### config.mk
export PLATFORM = sky130hd
export DESIGN_NAME = dma_req_agent
export DESIGN_NICKNAME = d
export VERILOG_FILES = /design/src/rtl/dma_req_pkg.sv /design/src/rtl/dma_req_timeout.sv /design/src/rtl/dma_req_agent.sv
export SDC_FILE = /design/constraint.sdc
export NUM_CORES = 1
export LEC_CHECK = 0
export CORE_MARGIN = 2
export CORE_UTILIZATION = 55
export DETAILED_ROUTE_END_ITERATION = 8
export HOLD_SLACK_MARGIN = 0.15
export PLACE_DENSITY_LB_ADDON = 0.05
export SETUP_SLACK_MARGIN = 0.1
export SYNTH_ARGS = -nofsm -noshare
export SYNTH_HDL_FRONTEND = slang
export SYNTH_HIERARCHICAL = 1
export SYNTH_SLANG_ARGS = --single-unit
### constraint.sdc
create_clock -name clk -period 4.2 [get_ports clk]
set_input_delay 0.84 -clock clk [delete_from_list [all_inputs] [get_ports clk]]
set_output_delay 0.84 -clock clk [all_outputs]
set_load 0.01 [all_outputs]
### src/rtl/dma_req_pkg.sv
// Shared types and constants for the DMA request agent.
package dma_req_pkg;

    // Agent handshake states
    typedef enum logic [2:0] {
        IDLE = 3'd0,
        REQ  = 3'd1,
        XFER = 3'd2,
        HOLD = 3'd3,
        DONE = 3'd4,
        ERR  = 3'd5
    } state_t;

    // Transfer mode encodings for the mode input
    localparam logic MODE_SINGLE = 1'b0;
    localparam logic MODE_BURST  = 1'b1;

    // Bits needed to hold values 0..max_val inclusive
    function automatic int unsigned width_for(input int unsigned max_val);
        return (max_val < 1) ? 1 : $clog2(max_val + 1);
    endfunction

endpackage

### src/rtl/dma_req_timeout.sv
// Loadable up-counter with synchronous clear, count enable and a terminal
// flag. Used by the agent both as the acknowledge timeout and as the beat
// counter within a burst. Updates on the falling clock edge like the agent.
module dma_req_timeout #(
    parameter int          W    = 5,
    parameter logic [W-1:0] TERM = '1
) (
    input  logic         clk,
    input  logic         rst,
    input  logic         clr,
    input  logic         load,
    input  logic [W-1:0] load_val,
    input  logic         en,
    output logic [W-1:0] cnt,
    output logic         term
);

    logic [W-1:0] cnt_reg;

    // Counter register: clear beats load beats increment
    always_ff @(negedge clk or posedge rst) begin
        if (rst) begin
            cnt_reg <= '0;
        end else if (clr) begin
            cnt_reg <= '0;
        end else if (load) begin
            cnt_reg <= load_val;
        end else if (en) begin
            cnt_reg <= cnt_reg + 1'b1;
        end
    end

    assign cnt  = cnt_reg;
    assign term = (cnt_reg == TERM);

endmodule

### src/rtl/dma_req_agent.sv
// Device-side DMA request/acknowledge agent. Raises dreq for a loaded
// transfer length, counts beats on dack & data_ok, and reports end of
// block, controller early termination (tc), ack timeout and abort.
// All state changes on the falling clock edge to match the controller.
module dma_req_agent
    import dma_req_pkg::*;
#(
    parameter int LEN_W  = 8,
    parameter int BURST  = 4,
    parameter int ACK_TO = 16,
    parameter int TO_W   = 5
) (
    input  logic             clk,
    input  logic             rst,
    input  logic             start,
    input  logic [LEN_W-1:0] len,
    input  logic             mode,
    input  logic             abort,
    input  logic             data_ok,
    input  logic             dack,
    input  logic             tc,
    output logic             dreq,
    output logic             xfer_stb,
    output logic             eop,
    output logic             done,
    output logic             short_done,
    output logic             err,
    output logic             busy,
    output logic [LEN_W-1:0] remaining
);

    localparam int BW = width_for(BURST);

    state_t           state_reg, state_next;
    logic [LEN_W-1:0] remaining_reg, remaining_next;
    logic             mode_reg, mode_next;
    logic             short_reg, short_next;
    logic             zero_done_reg, zero_done_next;

    logic             beat;
    logic             start_ok;
    logic             request_done;
    logic             to_clr, to_en, to_term;
    logic             burst_clr, burst_en, burst_term;
    logic [TO_W-1:0]  to_cnt;
    logic [BW-1:0]    burst_cnt;

    // A start is only honoured when the agent is not mid-transfer
    assign start_ok = start && !abort && (state_reg == IDLE || state_reg == ERR);

    // One beat moves when the controller acknowledges and the FIFO is ready
    assign beat = (state_reg == XFER) && dack && data_ok && !abort;

    // Request ends after one beat in single mode, or after the last burst beat
    assign request_done = (mode_reg == MODE_SINGLE) || burst_term;

    // Acknowledge timeout runs only while waiting in REQ
    assign to_clr = (state_reg != REQ) || dack;
    assign to_en  = (state_reg == REQ);

    // Burst beat count restarts whenever a new acknowledge is granted
    assign burst_clr = (state_reg == REQ) && dack;
    assign burst_en  = beat;

    dma_req_timeout #(
        .W    (TO_W),
        .TERM (TO_W'(ACK_TO - 1))
    ) u_timeout (
        .clk      (clk),
        .rst      (rst),
        .clr      (to_clr),
        .load     (1'b0),
        .load_val ('0),
        .en       (to_en),
        .cnt      (to_cnt),
        .term     (to_term)
    );

    dma_req_timeout #(
        .W    (BW),
        .TERM (BW'(BURST - 1))
    ) u_burst (
        .clk      (clk),
        .rst      (rst),
        .clr      (burst_clr),
        .load     (1'b0),
        .load_val ('0),
        .en       (burst_en),
        .cnt      (burst_cnt),
        .term     (burst_term)
    );

    // Counter values are only consumed through their terminal flags
    logic unused_cnts;
    assign unused_cnts = ^{to_cnt, burst_cnt};

    // State and datapath registers
    always_ff @(negedge clk or posedge rst) begin
        if (rst) begin
            state_reg     <= IDLE;
            remaining_reg <= '0;
            mode_reg      <= MODE_SINGLE;
            short_reg     <= 1'b0;
            zero_done_reg <= 1'b0;
        end else begin
            state_reg     <= state_next;
            remaining_reg <= remaining_next;
            mode_reg      <= mode_next;
            short_reg     <= short_next;
            zero_done_reg <= zero_done_next;
        end
    end

    // Next-state logic: abort wins over tc, which wins over normal flow
    always_comb begin
        state_next     = state_reg;
        remaining_next = remaining_reg;
        mode_next      = mode_reg;
        short_next     = short_reg;
        zero_done_next = 1'b0;

        if (beat && remaining_reg != '0) begin
            remaining_next = remaining_reg - 1'b1;
        end

        if (abort) begin
            state_next     = IDLE;
            remaining_next = '0;
            short_next     = 1'b0;
        end else begin
            case (state_reg)
                IDLE, ERR: begin
                    if (start_ok) begin
                        short_next = 1'b0;
                        if (len != '0) begin
                            remaining_next = len;
                            mode_next      = mode;
                            state_next     = REQ;
                        end else begin
                            // Empty transfer completes immediately without a request
                            zero_done_next = 1'b1;
                            state_next     = IDLE;
                        end
                    end
                end
                REQ: begin
                    if (tc) begin
                        state_next = DONE;
                        short_next = 1'b1;
                    end else if (dack) begin
                        state_next = XFER;
                    end else if (to_term) begin
                        state_next = ERR;
                    end
                end
                XFER: begin
                    if (tc) begin
                        state_next = DONE;
                        short_next = 1'b1;
                    end else if (!dack) begin
                        state_next = REQ;
                    end else if (beat) begin
                        if (remaining_reg == LEN_W'(1)) begin
                            state_next = DONE;
                        end else if (request_done) begin
                            state_next = HOLD;
                        end
                    end
                end
                HOLD: begin
                    if (tc) begin
                        state_next = DONE;
                        short_next = 1'b1;
                    end else begin
                        state_next = REQ;
                    end
                end
                DONE: begin
                    state_next = IDLE;
                    short_next = 1'b0;
                end
                default: begin
                    state_next = IDLE;
                end
            endcase
        end
    end

    // Output decode
    always_comb begin
        dreq       = (state_reg == REQ) || (state_reg == XFER);
        xfer_stb   = beat;
        eop        = beat && (remaining_reg == LEN_W'(1));
        done       = !abort && ((state_reg == DONE) || zero_done_reg);
        short_done = !abort && (state_reg == DONE) && short_reg;
        err        = (state_reg == ERR);
        busy       = (state_reg != IDLE) && (state_reg != ERR);
        remaining  = remaining_reg;
    end

endmodule

==> results.md, run 1 <==
- Syn avg cell area: a little under 9 um^2
- CTS Buffer Depth: 2
- EDFF count, synth: 0
- Pin count of the biggest net entering global routing: 15
- Largest area contributor in the netlist: dfrtn_1
- Status: aborted with a tool error
- Die height: 57.33 um
- Dpl cells: 289
- Gate Count Post-Synth: approximately 180
- Post-GRT worst EP: eop
- I/O pins: 31
- Num CTS Buffers: 3
- Worst End Pin Type: output port
- Sequential-to-total area share from yosys stat: 0.3520
- # rows: 19
- Top cells by instance count after synthesis: nor2_1 (26), dfrtn_1 (22), inv_1 (17)
- Starting density of the core: 0.5721
- GP Congestion: 0.8588
- Fraction of registers with async set/reset: 1.000
- Die Wd: 57.33 um
- First Err: [ERROR DPL-0038] Utilization greater than 100%, impossible to legalize
- Yosys reg bits: 22
- Prevailing post-synth register cell: dfrtn_1
- Netlist Area Pre-Place: 1564 um^2
- Clock H-tree levels: 1
- Clock Sink Count: 22
- Synth unique cells: 44
- Synth warn: 6
- Port Buffer Count: 30
- CTS root buf: clkbuf_4
- Post-synth top area share: 0.3520
- Top-count cell post-synth: nor2_1
- Area contributors post-synth: dfrtn_1 (35%), nor2_1 (6.2%), ha_1 (5.6%)
- CTS Hold Bufs: 0
- HPWL Detailed: 3418 um
- Fail Step: global routing
## per-stage QoR
step / util / cell area [um^2] / setup TNS, ns / hold slack [ns] / setup slack (ns)
2_1_floorplan: - / 1650 / -1.108 / 0.4316 / -0.1838
3_5_place_dp: 0.8320 / 2275 / -7.423 / 0.4935 / -0.5578
3_3_place_gp: 0.8320 / 2275 / -6.284 / 0.4392 / -0.5061
4_1_cts: 0.9295 / 2541 / -0.9880 / 0.4945 / -0.3683
## cells by family after synthesis
family                   share of synthesized area
XOR/XNOR                                   0.06160
adder cells (fa/ha/maj)                    0.05600
AO/OA/AOI/OAI                               0.1616
buffers and inverters                      0.06160
flip-flops                                  0.3520
multiplexers                               0.06080
other                                     0.002398
AND/OR/NAND/NOR                             0.2440
## repair_timing
item / CTS
pin swaps: 18
hold endpoints to repair: 0
cloned: 1
resized for setup: 81
buffers inserted: 19
setup endpoints to repair: 30
==> run 2, diff against run 1 <==
--- a/config.mk
+++ b/config.mk
@@ -6,11 +6,9 @@
 export NUM_CORES = 1
 export LEC_CHECK = 0
 export CORE_MARGIN = 2
-export CORE_UTILIZATION = 55
+export CORE_UTILIZATION = 40
 export DETAILED_ROUTE_END_ITERATION = 8
-export HOLD_SLACK_MARGIN = 0.15
-export PLACE_DENSITY_LB_ADDON = 0.05
-export SETUP_SLACK_MARGIN = 0.1
+export PLACE_DENSITY_LB_ADDON = 0.15
 export SYNTH_ARGS = -nofsm -noshare
 export SYNTH_HDL_FRONTEND = slang
 export SYNTH_HIERARCHICAL = 1
==> results.md, run 2 <==
- Status: finished with violations
- Failing checks: setup timing
- Drt via density: 4.987
- Die Wd: 66.53 um
- Synth unique cells: 44
- Slew headroom: 0.6334
- Top-count cell post-synth: nor2_1
- HPWL Detailed: 3311 um
- Core ar.: 3716 um^2
- RSZ-0062 raised after global routing: true
- Via count: 1576
- Gate Count Post-Synth: 178
- Worst setup margin: -0.3209 ns
- Clock H-tree levels: 1
- Antenna diodes: 0
- First DRT Iteration DRCs: 104
- Initial antenna violation count: 0
- Crit path arrival time: 3.68 ns
- Fraction of registers with async set/reset: 1.000
- Num CTS Buffers: 3
- Dpl cells: 299
- Fin Hold WS: 0.4541 ns
- I/O pins: 31
- Ratio of cells with drive above 1 in the final layout: 0.3582
- CTS Hold Bufs: 0
- Crit end category: output port
- Synth warn: 6
- Largest area contributor in the netlist: dfrtn_1
- Overflow after GRT: 0
- Setup_tns: -0.6975 ns
- Vias in the first global route: 1657
- Multi-input gate area: 1101 um^2
- Gr usage total: 0.2320
- Routed WL: about 4800 um
- Area contributors post-synth: dfrtn_1 (35%), nor2_1 (6.2%), ha_1 (5.6%)
- Net count, final: 292
- Slew @ Worst Pin: ~0.55 ns
- Global-route wire length before repair: ~7700 um
- GP Congestion: a little under 1
- Sequential-to-total area share from yosys stat: 0.3520
- Synth-to-Final Area Change: 62.48%
- VDD IR max: 0.2202 mV
- Yosys reg bits: 22
- Worst-path fanout max: 2
- Drt drc: 0
- Register area: 550.5 um^2
- Slew Limit Fails: 0
- Port Buffer Count: 30
- Top cells by instance count after synthesis: nor2_1 (26), dfrtn_1 (22), inv_1 (17)
- CTS tree: done
- Clock Skew: 0.001005 ns
- Most frequent cells in the layout: buf_4 (42), dfrtn_1 (22), nor2_1 (21)
- Final non-filler cell total: 316
- Pin count of the biggest net entering global routing: 15
- Final ANT Viol Nets: 0
- DR WL/cell: 15.05 um
- Setup CP Type: reg2out
- Drt first pass iters: 4
- # rows: 22
- Post-synth top area share: 0.3520
- Max reg flops: 8
- Final hold violations: 0
- CTS root buf: clkbuf_8
- Design area: 2541 um^2
- Clock Sink Count: 22
- Starting density of the core: 0.4209
- WP data required: between 3 and 4 ns
- EDFF count, synth: 0
- CTS Buffer Depth: 2
- Commonest non-fill, non-tap cell in the layout: buf_4
- Final setup fails: 9
- Placed inst area: 2256 um^2
- Lkg Pwr: around 1.2 nW
- Clock slew at reported path FFs: 0.06 ns
- Pwr Density: 446.1 nW/um^2
- Worst skew pair latency: about 0.28 ns
- DIE AREA: roughly 4400 um^2
- CP Launch Type: register
- Syn avg cell area: ~8.8 um^2
- Hold crit path type: reg2reg
- Max Cap Viol: 0
- Die height: 66.53 um
- Prevailing post-synth register cell: dfrtn_1
- Layout fillers: 334
- Netlist Area Pre-Place: 1564 um^2
run 2: cell counts after synthesis:
Identical to the previous run, type by type.
run 2: worst paths after layout:
kind	depth (start not counted)	to	slack, ns	startpoint
max in group asynchronous	3	state_reg[0]$_DFFE_NP0P_	1.10	rst
worst min-delay path	1	mode_reg$_DFFE_NP0P_	0.45	mode_reg$_DFFE_NP0P_
worst max register to register	6	remaining[1]$_DFF_NP0_	1.70	remaining[5]$_DFF_NP0_
min in group asynchronous	2	u_burst/cnt[0]$_DFFE_NP0P_	2.76	rst
worst max-delay path	4	eop	-0.32	remaining[5]$_DFF_NP0_
worst min register to register	1	mode_reg$_DFFE_NP0P_	0.45	mode_reg$_DFFE_NP0P_
run 2: cells by family (layout without fill, tap and decap cells):
| kind of cell | Yosys count | in the layout | synth area share |
|---|---|---|---|
| AND/OR/NAND/NOR | 70 | 70 | 0.2440 |
| AO/OA/AOI/OAI | 33 | 33 | 0.1616 |
| buffers and inverters | 25 | 102 | 0.06160 |
| flip-flops | 22 | 22 | 0.3520 |
| XOR/XNOR | 11 | 11 | 0.06160 |
| multiplexers | 9 | 9 | 0.06080 |
| adder cells (fa/ha/maj) | 7 | 7 | 0.05600 |
| other | 1 | 14 | 0.002398 |
run 2: layout make-up:
| class | count | share of cell area |
|---|---|---|
| multi-input combinational | 144 | 0.4333 |
| timing repair buffer | 81 | 0.2733 |
| sequential | 22 | 0.2166 |
| inverter | 17 | 0.02511 |
| tap | 48 | 0.02363 |
| clock buffer | 3 | 0.01625 |
| clock inverter | 1 | 0.01182 |
run 2: per-stage QoR:
step / utilization / total power (W) / setup slack, ns
2_1_floorplan: - / 0.0005762 / -0.1845
3_3_place_gp: 0.6071 / 0.0007906 / -0.4981
3_5_place_dp: 0.6071 / 0.0008096 / -0.5576
4_1_cts: 0.6677 / 0.001101 / -0.3212
5_1_grt: 0.6838 / 0.001203 / -0.3755
6_report: 0.6838 / 0.001134 / -0.3209
run 2: timing repair:
item,4_1_cts,5_1_grt
setup endpoints to repair,27,17
pin swaps,9,7
gates resized for setup,70,16
setup buffers,13,5
run 2: per-layer routing:
layer	track usage	part of all wire	wire, um	vias up
met3	0.03041	0.037	175	9
met4	0.07908	0.015	69	0
li1	-	-	-	786
met2	0.4000	0.51	2409	38
met5	0	0	0	-
met1	0.2972	0.44	2100	743
run 2: report_power, final:
part	total, W	switching, W	internal, W	leakage [nW]
registers	0.000286	0.0000279	0.000258	0.292
logic	0.000637	0.000311	0.000326	0.905
clock network	0.000211	0.0000832	0.000128	0.0357
total	0.00113	0.000422	0.000711	1.23
run 2: worst max-delay path, stage by stage, from the launching register on:
cell,delay (ns)
dfrtn_1,0.35
or4_4,0.57
nor2_4,0.14
and2_4,0.14
buf_6,0.09
(Power assumes the default switching activity.)
==> run 3, diff against run 2 <==
--- a/config.mk
+++ b/config.mk
@@ -6,7 +6,7 @@
 export NUM_CORES = 1
 export LEC_CHECK = 0
 export CORE_MARGIN = 2
-export CORE_UTILIZATION = 40
+export CORE_UTILIZATION = 30
 export DETAILED_ROUTE_END_ITERATION = 8
 export PLACE_DENSITY_LB_ADDON = 0.15
 export SYNTH_ARGS = -nofsm -noshare
==> results.md, run 3 (synthesis results as in run 2) <==
- Clock power frac: 0.188
- Slew Limit Fails: 0
- Worst Hold Depth: 1
- Drt first pass iters: 4
- Routed WL: 4443 um
- Kind of cell adding the most delay to the critical path: simple AND/OR/NAND/NOR gates
- Psw: 0.0003881 W
- Initial antenna violation count: 0
- Via count: ~1600
- Worst r2r path cells: 6
- Pwr Density: approximately 400 nW/um^2
- Worst flop-to-flop path endpoint: remaining[1]$_DFF_NP0_
- Worst skew pair latency: 0.28 ns
- Slew @ Worst Pin: 0.5900 ns
- Gr usage total: 0.1590
- CTS Hold Bufs: 0
- Net count, final: 308
- WP data required: 3.36 ns
- Drt drc: 0
- Failing checks: setup timing
- Lkg Pwr: 1.347 nW
- Final setup fails: 7
- RSZ-0062 raised after global routing: true
- Worst-path fanout max: 2
- Status: finished with violations
- Max reg flops: 8
- Hold crit path type: reg2reg
- Die height: 76.21 um
- Slowest CP cell: dfrtn_1
- Sw Ratio: 0.3597
- Final ANT Viol Nets: 0
- Met3 WL: 207 um
- First DRT Iteration DRCs: 41
- Pin count of the biggest net entering global routing: 15
- Top routing layer in use: met4
- Max Cap Viol: 0
- Beginning of the worst hold path: mode_reg$_DFFE_NP0P_
- DR WL/cell: 12.55 um
- CTS root buf: clkbuf_8
- Int Pwr: slightly below 0.0007 W
- Critical path buffers and inverters: 1
- CTS Buffer Depth: 2
- Clock slew at reported path FFs: 0.06 ns
- Die Wd: roughly 76 um
- M1 WL: 2068 um
- Setup_tns: -1.324 ns
- Synth-to-Final Area Change: 70.16%
- Core ar.: 5075 um^2
- Logic pwr share: 0.549
- Crit path arrival time: 3.66 ns
- Reg-to-reg slack, setup: 1.59 ns
- Final hold violations: 0
- Crit path cell chain: ha_1 -> or3b_4 -> nor2_4 -> and2_4 -> buf_6
- VDD IR max: 0.1989 mV
- Crit-path max cell delay: 0.42 ns
- HPWL Detailed: 3171 um
- Num CTS Buffers: 3
- Clock Sink Count: 22
- Sequential power share: 0.263
- DIE AREA: approximately 5800 um^2
- Crit end category: output port
- Reg2reg start: remaining[4]$_DFF_NP0_
- CP Launch Type: register
- Commonest non-fill, non-tap cell in the layout: buf_4
- # rows: 26
- Setup CP Type: reg2out
- GP Congestion: 0.7850
- Most frequent cells in the layout: buf_4 (58), dfrtn_1 (22), nor2_1 (21)
- Drt via density: around 4.5
- I/O pins: 31
- Port Buffer Count: 30
- Antenna diodes: 0
- Starting density of the core: 0.3082
- Met2 Wirelength: 2096 um
- CTS tree: done
- Slew headroom: 0.6052
- Ratio of cells with drive above 1 in the final layout: 0.4049
- Clock Skew: 0.002511 ns
- Worst setup margin: -0.2983 ns
- Min-Delay Endpoint: mode_reg$_DFFE_NP0P_
- Overflow after GRT: 0
- Clock H-tree levels: 1
- Pwr Total: 0.001079 W
- Global-route wire length before repair: about 7500 um
- Vias in the first global route: between 1500 and 2000
-- run 3: worst max-delay path by stage --
stage	from	endpoint	slack (ns)	depth (start not counted)
floorplan	state_reg[0]$_DFFE_NP0P_	eop	-0.18	4
global route	remaining[0]$_DFF_NP0_	eop	-0.36	5
detailed placement	remaining[1]$_DFF_NP0_	eop	-0.57	6
CTS	remaining[0]$_DFF_NP0_	eop	-0.32	5
finish	remaining[0]$_DFF_NP0_	eop	-0.30	5
global placement	remaining[0]$_DFF_NP0_	eop	-0.55	5
-- run 3: what timing repair did --
action                     in CTS  in global routing
buffers inserted               13                  4
setup endpoints to repair      28                 17
gates resized for setup        72                 21
pin swaps                      12                 11
-- run 3: final cells by class --
| type | instances | area (um^2) |
|---|---|---|
| Inverter | 17 | 63.81 |
| Fill cell | 501 | 2414 |
| Sequential cell | 22 | 550.5 |
| Clock inverter | 1 | 30.03 |
| Multi-Input combinational cell | 144 | 1076 |
| Timing Repair Buffer | 97 | 812.0 |
| Clock buffer | 3 | 41.29 |
| Tap cell | 70 | 87.58 |
-- run 3: routing by layer --
metal / vias to the layer above / global-route usage
met3: 7 / 0.03081
met4: 0 / 0.05455
met1: 736 / 0.2064
met2: 34 / 0.2646
li1: 816 / -
met5: - / 0
-- run 3: metrics by stage --
| stage | hold WS (ns) | utilization | cell area, um^2 | setup slack, ns | std cells |
|---|---|---|---|---|---|
| final | 0.4532 | 0.5244 | 2661 | -0.2983 | 354 |
| after floorplan | 0.4316 | - | 1650 | -0.1845 | 191 |
| after global placement | 0.4604 | 0.4692 | 2381 | -0.5450 | 334 |
| after global routing | 0.4706 | 0.5244 | 2661 | -0.3606 | 354 |
| after detailed placement | 0.4581 | 0.4692 | 2381 | -0.5720 | 334 |
| after CTS | 0.4614 | 0.5178 | 2628 | -0.3197 | 351 |
-- run 3: power groups by stage --
stage	combinational, W	clock, W	sequential [W]
detailed placement	0.000528	0	0.000286
global route	0.000651	0.000217	0.000290
global placement	0.000527	0	0.000286
CTS	0.000578	0.000208	0.000284
floorplan	0.000278	0	0.000298
finish	0.000592	0.000202	0.000284
==> run 4, diff against run 3 <==
--- a/config.mk
+++ b/config.mk
@@ -7,6 +7,7 @@
 export LEC_CHECK = 0
 export CORE_MARGIN = 2
 export CORE_UTILIZATION = 30
+export CTS_CLUSTER_DIAMETER = 50
 export DETAILED_ROUTE_END_ITERATION = 8
 export PLACE_DENSITY_LB_ADDON = 0.15
 export SYNTH_ARGS = -nofsm -noshare
==> results of run 4 <==
Final layout, timing and power as in run 3 (identical DEF).
